==> config.mk <==
export PLATFORM = sky130hd
export DESIGN_NAME = mcpu_control
export DESIGN_NICKNAME = d
export VERILOG_FILES = /design/src/rtl/mcpu_pkg.sv /design/src/rtl/mcpu_decode.sv /design/src/rtl/mcpu_control.sv
export SDC_FILE = /design/constraint.sdc
export NUM_CORES = 1
export LEC_CHECK = 0
export BUFFER_PORTS_ARGS = -buffer_cell sky130_fd_sc_hd__buf_2
export CAP_MARGIN = 0
export CORE_AREA = 4 4 86 68
export DETAILED_ROUTE_END_ITERATION = 16
export DIE_AREA = 0 0 90 72
export GPL_TIMING_DRIVEN = 0
export PLACE_DENSITY = 0.83
export SYNTH_ARGS = -nofsm -noshare
export SYNTH_HDL_FRONTEND = slang
export SYNTH_SLANG_ARGS = --single-unit
export TNS_END_PERCENT = 10
==> constraint.sdc <==
create_clock -name clk -period 4.6 [get_ports clk]
set_input_delay 0.46 -clock clk [delete_from_list [all_inputs] [get_ports clk]]
set_output_delay 0.46 -clock clk [all_outputs]
set_load 0.02 [all_outputs]
==> src/rtl/mcpu_pkg.sv <==
// Shared definitions for the multicycle CPU control unit:
// opcodes, FSM states, ALU operations and datapath mux encodings.
package mcpu_pkg;

    localparam logic [5:0] OP_NOP  = 6'b000000;
    localparam logic [5:0] OP_J    = 6'b000001;
    localparam logic [5:0] OP_MOV  = 6'b010000;
    localparam logic [5:0] OP_NOT  = 6'b010001;
    localparam logic [5:0] OP_ADD  = 6'b010010;
    localparam logic [5:0] OP_SUB  = 6'b010011;
    localparam logic [5:0] OP_OR   = 6'b010100;
    localparam logic [5:0] OP_AND  = 6'b010101;
    localparam logic [5:0] OP_XOR  = 6'b010110;
    localparam logic [5:0] OP_SLT  = 6'b010111;
    localparam logic [5:0] OP_BEQ  = 6'b100000;
    localparam logic [5:0] OP_BNE  = 6'b100001;
    localparam logic [5:0] OP_BLT  = 6'b100010;
    localparam logic [5:0] OP_BLE  = 6'b100011;
    localparam logic [5:0] OP_ADDI = 6'b110010;
    localparam logic [5:0] OP_SUBI = 6'b110011;
    localparam logic [5:0] OP_ORI  = 6'b110100;
    localparam logic [5:0] OP_ANDI = 6'b110101;
    localparam logic [5:0] OP_XORI = 6'b110110;
    localparam logic [5:0] OP_SLTI = 6'b110111;
    localparam logic [5:0] OP_LI   = 6'b111001;
    localparam logic [5:0] OP_LUI  = 6'b111010;
    localparam logic [5:0] OP_LWI  = 6'b111011;
    localparam logic [5:0] OP_SWI  = 6'b111100;
    localparam logic [5:0] OP_LW   = 6'b111101;
    localparam logic [5:0] OP_SW   = 6'b111110;

    typedef enum logic [2:0] {
        S_FETCH  = 3'd0,
        S_DECODE = 3'd1,
        S_EXEC   = 3'd2,
        S_MEM    = 3'd3,
        S_WB     = 3'd4
    } state_t;

    typedef enum logic [3:0] {
        ALU_PASS_A = 4'd0,
        ALU_PASS_B = 4'd1,
        ALU_NOT    = 4'd2,
        ALU_ADD    = 4'd3,
        ALU_SUB    = 4'd4,
        ALU_OR     = 4'd5,
        ALU_AND    = 4'd6,
        ALU_XOR    = 4'd7,
        ALU_SLT    = 4'd8,
        ALU_LUI    = 4'd9
    } alu_op_t;

    localparam logic       PC_SRC_ALU = 1'b0;
    localparam logic       PC_SRC_TGT = 1'b1;
    localparam logic       RA_RT      = 1'b0;
    localparam logic       RA_RD      = 1'b1;
    localparam logic [1:0] RB_RT      = 2'd0;
    localparam logic [1:0] RB_RS      = 2'd1;
    localparam logic [1:0] RB_RD      = 2'd2;
    localparam logic [1:0] SRCA_A     = 2'd0;
    localparam logic [1:0] SRCA_PC    = 2'd1;
    localparam logic [1:0] SRCA_ZERO  = 2'd2;
    localparam logic [1:0] SRCB_B     = 2'd0;
    localparam logic [1:0] SRCB_ONE   = 2'd1;
    localparam logic [1:0] SRCB_IMM16 = 2'd2;
    localparam logic [1:0] SRCB_IMM26 = 2'd3;

    typedef struct packed {
        logic    is_r;
        logic    is_i;
        logic    is_li;
        logic    is_lui;
        logic    is_load;
        logic    is_store;
        logic    is_regbase;
        logic    is_branch;
        logic    is_jump;
        logic    is_nop;
        logic    illegal;
        logic    zext;
        alu_op_t alu_op;
    } dec_t;

endpackage

==> src/rtl/mcpu_decode.sv <==
// Opcode classifier: turns the 6-bit opcode into class flags
// and the ALU operation used in EXEC for ALU-class instructions.
module mcpu_decode
    import mcpu_pkg::*;
(
    input  logic [5:0] opcode_i,
    output dec_t       dec_o
);

    always_comb begin
        dec_o = '0;
        dec_o.alu_op = ALU_PASS_A;
        case (opcode_i)
            OP_NOP:  dec_o.is_nop = 1'b1;
            OP_J:    dec_o.is_jump = 1'b1;
            OP_MOV:  dec_o.is_r = 1'b1;
            OP_NOT:  begin dec_o.is_r = 1'b1; dec_o.alu_op = ALU_NOT; end
            OP_ADD:  begin dec_o.is_r = 1'b1; dec_o.alu_op = ALU_ADD; end
            OP_SUB:  begin dec_o.is_r = 1'b1; dec_o.alu_op = ALU_SUB; end
            OP_OR:   begin dec_o.is_r = 1'b1; dec_o.alu_op = ALU_OR;  end
            OP_AND:  begin dec_o.is_r = 1'b1; dec_o.alu_op = ALU_AND; end
            OP_XOR:  begin dec_o.is_r = 1'b1; dec_o.alu_op = ALU_XOR; end
            OP_SLT:  begin dec_o.is_r = 1'b1; dec_o.alu_op = ALU_SLT; end
            OP_BEQ, OP_BNE, OP_BLT, OP_BLE: dec_o.is_branch = 1'b1;
            OP_ADDI: begin dec_o.is_i = 1'b1; dec_o.alu_op = ALU_ADD; end
            OP_SUBI: begin dec_o.is_i = 1'b1; dec_o.alu_op = ALU_SUB; end
            OP_ORI: begin
                dec_o.is_i = 1'b1; dec_o.zext = 1'b1; dec_o.alu_op = ALU_OR;
            end
            OP_ANDI: begin
                dec_o.is_i = 1'b1; dec_o.zext = 1'b1; dec_o.alu_op = ALU_AND;
            end
            OP_XORI: begin
                dec_o.is_i = 1'b1; dec_o.zext = 1'b1; dec_o.alu_op = ALU_XOR;
            end
            OP_SLTI: begin dec_o.is_i = 1'b1; dec_o.alu_op = ALU_SLT; end
            OP_LI: begin
                dec_o.is_li = 1'b1; dec_o.zext = 1'b1; dec_o.alu_op = ALU_PASS_B;
            end
            OP_LUI:  begin dec_o.is_lui = 1'b1; dec_o.alu_op = ALU_LUI; end
            OP_LWI:  begin dec_o.is_load = 1'b1;  dec_o.zext = 1'b1; end
            OP_SWI:  begin dec_o.is_store = 1'b1; dec_o.zext = 1'b1; end
            OP_LW:   begin dec_o.is_load = 1'b1;  dec_o.is_regbase = 1'b1; end
            OP_SW:   begin dec_o.is_store = 1'b1; dec_o.is_regbase = 1'b1; end
            default: dec_o.illegal = 1'b1;
        endcase
    end

endmodule

==> src/rtl/mcpu_control.sv <==
// Multicycle control FSM: sequences fetch/decode/exec/mem/wb,
// handles the data-memory wait and counts retired instructions.
module mcpu_control
    import mcpu_pkg::*;
#(
    parameter int CNT_W = 32
) (
    input  logic             clk,
    input  logic             rst,
    input  logic [5:0]       opcode,
    input  logic             alu_zero,
    input  logic             alu_lt,
    input  logic             dmem_ready,
    output logic             ir_write,
    output logic             pc_write,
    output logic             ab_write,
    output logic             target_write,
    output logic             aluout_write,
    output logic             mdr_write,
    output logic             pc_src,
    output logic             ra_sel,
    output logic [1:0]       rb_sel,
    output logic [1:0]       alu_src_a,
    output logic [1:0]       alu_src_b,
    output logic [3:0]       alu_op,
    output logic             zext_imm,
    output logic             reg_write,
    output logic             mem_read,
    output logic             mem_write,
    output logic             wb_sel,
    output logic             retire,
    output logic             illegal_op,
    output logic [CNT_W-1:0] instr_count,
    output logic [2:0]       state
);

    state_t            state_q, state_d;
    logic [CNT_W-1:0]  cnt_q, cnt_d;
    dec_t              dec;
    logic              taken;
    logic              mem_op;
    logic              ra_dec;
    logic [1:0]        rb_dec;

    mcpu_decode u_dec (
        .opcode_i (opcode),
        .dec_o    (dec)
    );

    assign mem_op = dec.is_load | dec.is_store;
    assign ra_dec = dec.is_branch | dec.is_lui;
    assign rb_dec = dec.is_branch ? RB_RS :
                    dec.is_store  ? RB_RD : RB_RT;

    // Branch kind lives in the two low opcode bits (BEQ/BNE/BLT/BLE)
    always_comb begin
        taken = 1'b0;
        case (opcode[1:0])
            2'd0: taken = alu_zero;
            2'd1: taken = ~alu_zero;
            2'd2: taken = alu_lt;
            2'd3: taken = alu_lt | alu_zero;
            default: taken = 1'b0;
        endcase
    end

    always_comb begin
        state_d      = state_q;
        ir_write     = 1'b0;
        pc_write     = 1'b0;
        ab_write     = 1'b0;
        target_write = 1'b0;
        aluout_write = 1'b0;
        mdr_write    = 1'b0;
        pc_src       = PC_SRC_ALU;
        ra_sel       = RA_RT;
        rb_sel       = RB_RT;
        alu_src_a    = SRCA_A;
        alu_src_b    = SRCB_B;
        alu_op       = ALU_PASS_A;
        zext_imm     = 1'b0;
        reg_write    = 1'b0;
        mem_read     = 1'b0;
        mem_write    = 1'b0;
        wb_sel       = 1'b0;
        retire       = 1'b0;
        illegal_op   = 1'b0;
        // Reset masks every strobe so an aborted instruction writes nothing
        if (!rst) begin
            case (state_q)
                S_FETCH: begin
                    ir_write  = 1'b1;
                    pc_write  = 1'b1;
                    alu_src_a = SRCA_PC;
                    alu_src_b = SRCB_ONE;
                    alu_op    = ALU_ADD;
                    state_d   = S_DECODE;
                end
                S_DECODE: begin
                    ab_write     = 1'b1;
                    target_write = 1'b1;
                    ra_sel       = ra_dec;
                    rb_sel       = rb_dec;
                    alu_src_a    = SRCA_PC;
                    alu_src_b    = dec.is_jump ? SRCB_IMM26 : SRCB_IMM16;
                    alu_op       = ALU_ADD;
                    if (dec.is_nop || dec.illegal) begin
                        retire     = 1'b1;
                        illegal_op = dec.illegal;
                        state_d    = S_FETCH;
                    end else begin
                        state_d    = S_EXEC;
                    end
                end
                S_EXEC: begin
                    ra_sel = ra_dec;
                    rb_sel = rb_dec;
                    if (dec.is_branch) begin
                        alu_op   = ALU_SUB;
                        pc_write = taken;
                        pc_src   = PC_SRC_TGT;
                        retire   = 1'b1;
                        state_d  = S_FETCH;
                    end else if (dec.is_jump) begin
                        pc_write = 1'b1;
                        pc_src   = PC_SRC_TGT;
                        retire   = 1'b1;
                        state_d  = S_FETCH;
                    end else if (mem_op) begin
                        aluout_write = 1'b1;
                        alu_op       = ALU_ADD;
                        alu_src_a    = dec.is_regbase ? SRCA_A : SRCA_ZERO;
                        alu_src_b    = SRCB_IMM16;
                        zext_imm     = dec.zext;
                        state_d      = S_MEM;
                    end else begin
                        aluout_write = 1'b1;
                        alu_op       = dec.alu_op;
                        alu_src_b    = dec.is_r ? SRCB_B : SRCB_IMM16;
                        zext_imm     = dec.zext;
                        state_d      = S_WB;
                    end
                end
                S_MEM: begin
                    rb_sel    = rb_dec;
                    mem_read  = dec.is_load;
                    mem_write = dec.is_store;
                    if (dmem_ready) begin
                        if (dec.is_load) begin
                            mdr_write = 1'b1;
                            state_d   = S_WB;
                        end else begin
                            retire    = 1'b1;
                            state_d   = S_FETCH;
                        end
                    end
                end
                S_WB: begin
                    reg_write = 1'b1;
                    wb_sel    = dec.is_load;
                    retire    = 1'b1;
                    state_d   = S_FETCH;
                end
                default: state_d = S_FETCH;
            endcase
        end
    end

    assign cnt_d = retire ? cnt_q + CNT_W'(1) : cnt_q;

    always_ff @(posedge clk) begin
        if (rst) begin
            state_q <= S_FETCH;
            cnt_q   <= '0;
        end else begin
            state_q <= state_d;
            cnt_q   <= cnt_d;
        end
    end

    assign instr_count = cnt_q;
    assign state       = state_q;

endmodule

==> impl_metrics.ini <==
[power]
power_density_nw_per_um2 = 203
p_comb_share_pct = 22.0
vdd_drop_max_mv = 0.138
power_frac_seq_pct = 46.6
p_sw_w = 0.000212
swShare_pct = 31.8
total_power_w = 0.000666
power_leakage_nw = 1.40
p_clk_share_pct = 31.4
power.internal_w = 0.000454

[synthesis]
ys.warnings.count = 0
synth_xor_area_share_pct = 0.941
synth_top_area_share_pct = 25.1
ys_seq_area_share_pct = 25.1
async_flop_share_pct = 0
synthTopCellsByArea = dfxtp_1 (25%), mux2_2 (9.3%), nor2b_1 (7.8%), nor2_1 (7.4%), a21oi_1 (4.3%)
synth_area_per_cell_sq_um = 7.63
synth_top_family_by_area = simple AND/OR/NAND/NOR gates
syn-num-nets = 378
ys.flop_type = dfxtp_1
synth_edf_count = 0
synth-seq-cells = 35
syn-cell-area_sq_um = 2790
synth_compound_area_share_pct = 19.2
synthSimpleGateAreaFrac_pct = 36.5
synthMuxAreaShare_pct = 12.1
synth_area_leader_cell = dfxtp_1
synth_cell_types = 55
synthCells = 366
synth-adder-area-share_pct = 0.448

[cts]
clkSinkCount = 35
cts_setup_buffers = 0
clockBufferDepth = 2
clock_latency_ns = 0.29
htreeDepth = 2
ctsRootBufferMaster = clkbuf_8
clk_pin_slew_ns = 0.06
cts_resized = 0
tritoncts = yes
hold_buffers = 0
cts_buffers = 5

[setup_path]
max_stage_delay_ns = 0.48
end_kind = primary output
crit_buf_inv = 3
cp.arrival_ns = 2.45
worst-setup-path-type = flip-flop to primary output
reg2reg_slack_ns = 2.13
critPathMaxFanout = 10
cp.required_ns = 4.14
path_delay_family = buffers and inverters
startpoint_type = flip-flop
cp_common_cell = clkbuf_1
crit_slowest_cell = a2111oi_0
cp_cell_sequence = clkbuf_1, or2_2, clkbuf_1, nor2_1, nand2_1, a2111oi_0, buf_2

[sta]
rsz0062_at_grt = false
relSlewSlack_pct = 58.0
timing.final.setup_violations = 0
worst_pin_slew_ns = 0.615
timing.fmax_mhz = 344
maxSlewViolCount = 0
min_period_ns = 2.91
setup_tns_ns = 0
finalCritPeriodShare_pct = 63.3
fin_worst_skew_ns = 0.00560
finalHoldViolCount = 0

[placement]
gp_congestion = 0.946
dp.final_hpwl_mm = 6.41
portBuffers = 69

[global_route]
grt_overflow = 0
antenna_found_initial = 0
grt_pass1_wl_mm = 13.5
grt_pass1_vias = 2807
grt_use_total_pct = 25.3
grt_start_max_net_pins = 11

[routing]
drt_iter0_drc = 318
drc = 0
vias = 3119
ant_nets = 0
via_per_inst = 6.20
wl_per_cell_um = 16.8
wl_mm = 8.45
first_pass_iters = 5

[floorplan]
die_h_um = 72
initial_core_util_pct = 54.8
dieArea_sq_um = 6480
fp-row-count = 23
chipWidth_um = 90
coreArea_sq_um = 5090
pin_count = 71

[finish]
drive_gt1_share_pct = 28.3
seq_area_sq_um = 701
insertedDiodeCount = 0
nNetsFinal = 454
area_delta_synth_final_pct = 17.7
multi_input_area_sq_um = 1930
n_fill_cell = 468

[min_path]
worstHoldPathType = input port to flip-flop

[run_status]
status = completed

[flow_run]
drv_cap = 0
-- worst register-to-register path, cell delays in order (launching register included) --
cell and delay, ns:
dfxtp_1 0.33, clkbuf_1 0.23, nor2_1 0.36, nand2_1 0.13, and3_1 0.18, buf_2 0.15
a2111oi_0 0.57, mux2_2 0.41
-- layer usage --
layer | global-route usage, % | vias to the layer above | share of wire, %
met5 | 0 | - | 0
met4 | 6.28 | 0 | 0.63
met3 | 8.29 | 10 | 11
met2 | 38.2 | 156 | 44
met1 | 35.2 | 1490 | 44
li1 | - | 1463 | -
-- cell families after synthesis --
logic type                 count (synthesis)
adders and majority gates                  1
xor gates and xnor gates                   3
muxes                                     30
and+or+nand+nor                          193
buffers and inverters                     33
AOI/OAI and AO/OA                         71
DFF                                       35
-- registers in the layout, indices dropped and copies added, names as in the netlist --
| name | flops |
|---|---|
| state | 3 |
| instr_count | 32 |
-- cell usage in the layout, fill, tap and decap left out, drive strengths merged, types with 10 or more instances in the layout --
| master | netlist | layout |
|---|---|---|
| a2111oi | 10 | 10 |
| a21oi | 24 | 24 |
| buf | 15 | 84 |
| clkbuf | 15 | 21 |
| dfxtp | 35 | 35 |
| mux2 | 30 | 30 |
| nand2 | 29 | 29 |
| nand3 | 20 | 20 |
| nand4 | 15 | 15 |
| nor2 | 55 | 55 |
| nor2b | 35 | 35 |
| nor3 | 13 | 13 |
| o21ai | 10 | 10 |
-- metrics by stage --
| step | cell area, sq um | hold slack (ns) | worst slack, ns | instances | util [%] |
|---|---|---|---|---|---|
| 3_5_place_dp | 3220 | 0.550 | 1.96 | 497 | 63.1 |
| 6_report | 3290 | 0.447 | 1.69 | 503 | 64.6 |
| 5_1_grt | 3290 | 0.448 | 1.45 | 503 | 64.6 |
| 4_1_cts | 3290 | 0.451 | 1.73 | 503 | 64.6 |
| 2_1_floorplan | 2790 | 0.575 | 1.77 | 366 | - |
| 3_3_place_gp | 3220 | 0.529 | 1.97 | 497 | 63.1 |
-- final timing paths --
kind / from / end / cells after the start
hold / removal: dmem_ready / state[1] / 2
hold reg to reg: instr_count[1] / instr_count[1] / 2
setup reg to reg: state[1] / instr_count[11] / 7
setup / recovery: state[2] / alu_op[2] / 7
-- cells in the mapped netlist (4+ instances only) --
cell and count:
a21boi_0 5, buf_2 6, mux2_1 7, a211oi_1 7
nand2_1 29, a2111oi_2 6, and3_1 7, nand4_1 13
a21oi_1 24, mux2_2 23, clkbuf_1 15, o21ai_0 7
buf_4 4, nor3_1 12, nand3_1 20, nand2b_1 4
nor2b_1 35, dfxtp_1 35, nor2_1 55
-- power groups by stage --
| stage | Combinational (W) | Sequential [W] | Clock, W |
|---|---|---|---|
| final | 0.000146 | 0.000311 | 0.000209 |
| after global routing | 0.000158 | 0.000311 | 0.000224 |
| after CTS | 0.000143 | 0.000310 | 0.000208 |
| after detailed placement | 0.000142 | 0.000317 | 0 |
| after global placement | 0.000141 | 0.000317 | 0 |
| after floorplan | 0.0000956 | 0.000320 | 0 |
-- final cells by class --
| cell class | count | share of cell area, % |
|---|---|---|
| tap | 62 | 2.36 |
| sequential | 35 | 21.3 |
| multi-input combinational | 298 | 58.7 |
| clock buffer | 6 | 2.21 |
| timing repair buffer | 69 | 10.5 |
| buffer | 30 | 4.57 |
| inverter | 3 | 0.342 |
No activity file was read; power rests on OpenSTA's default activity.
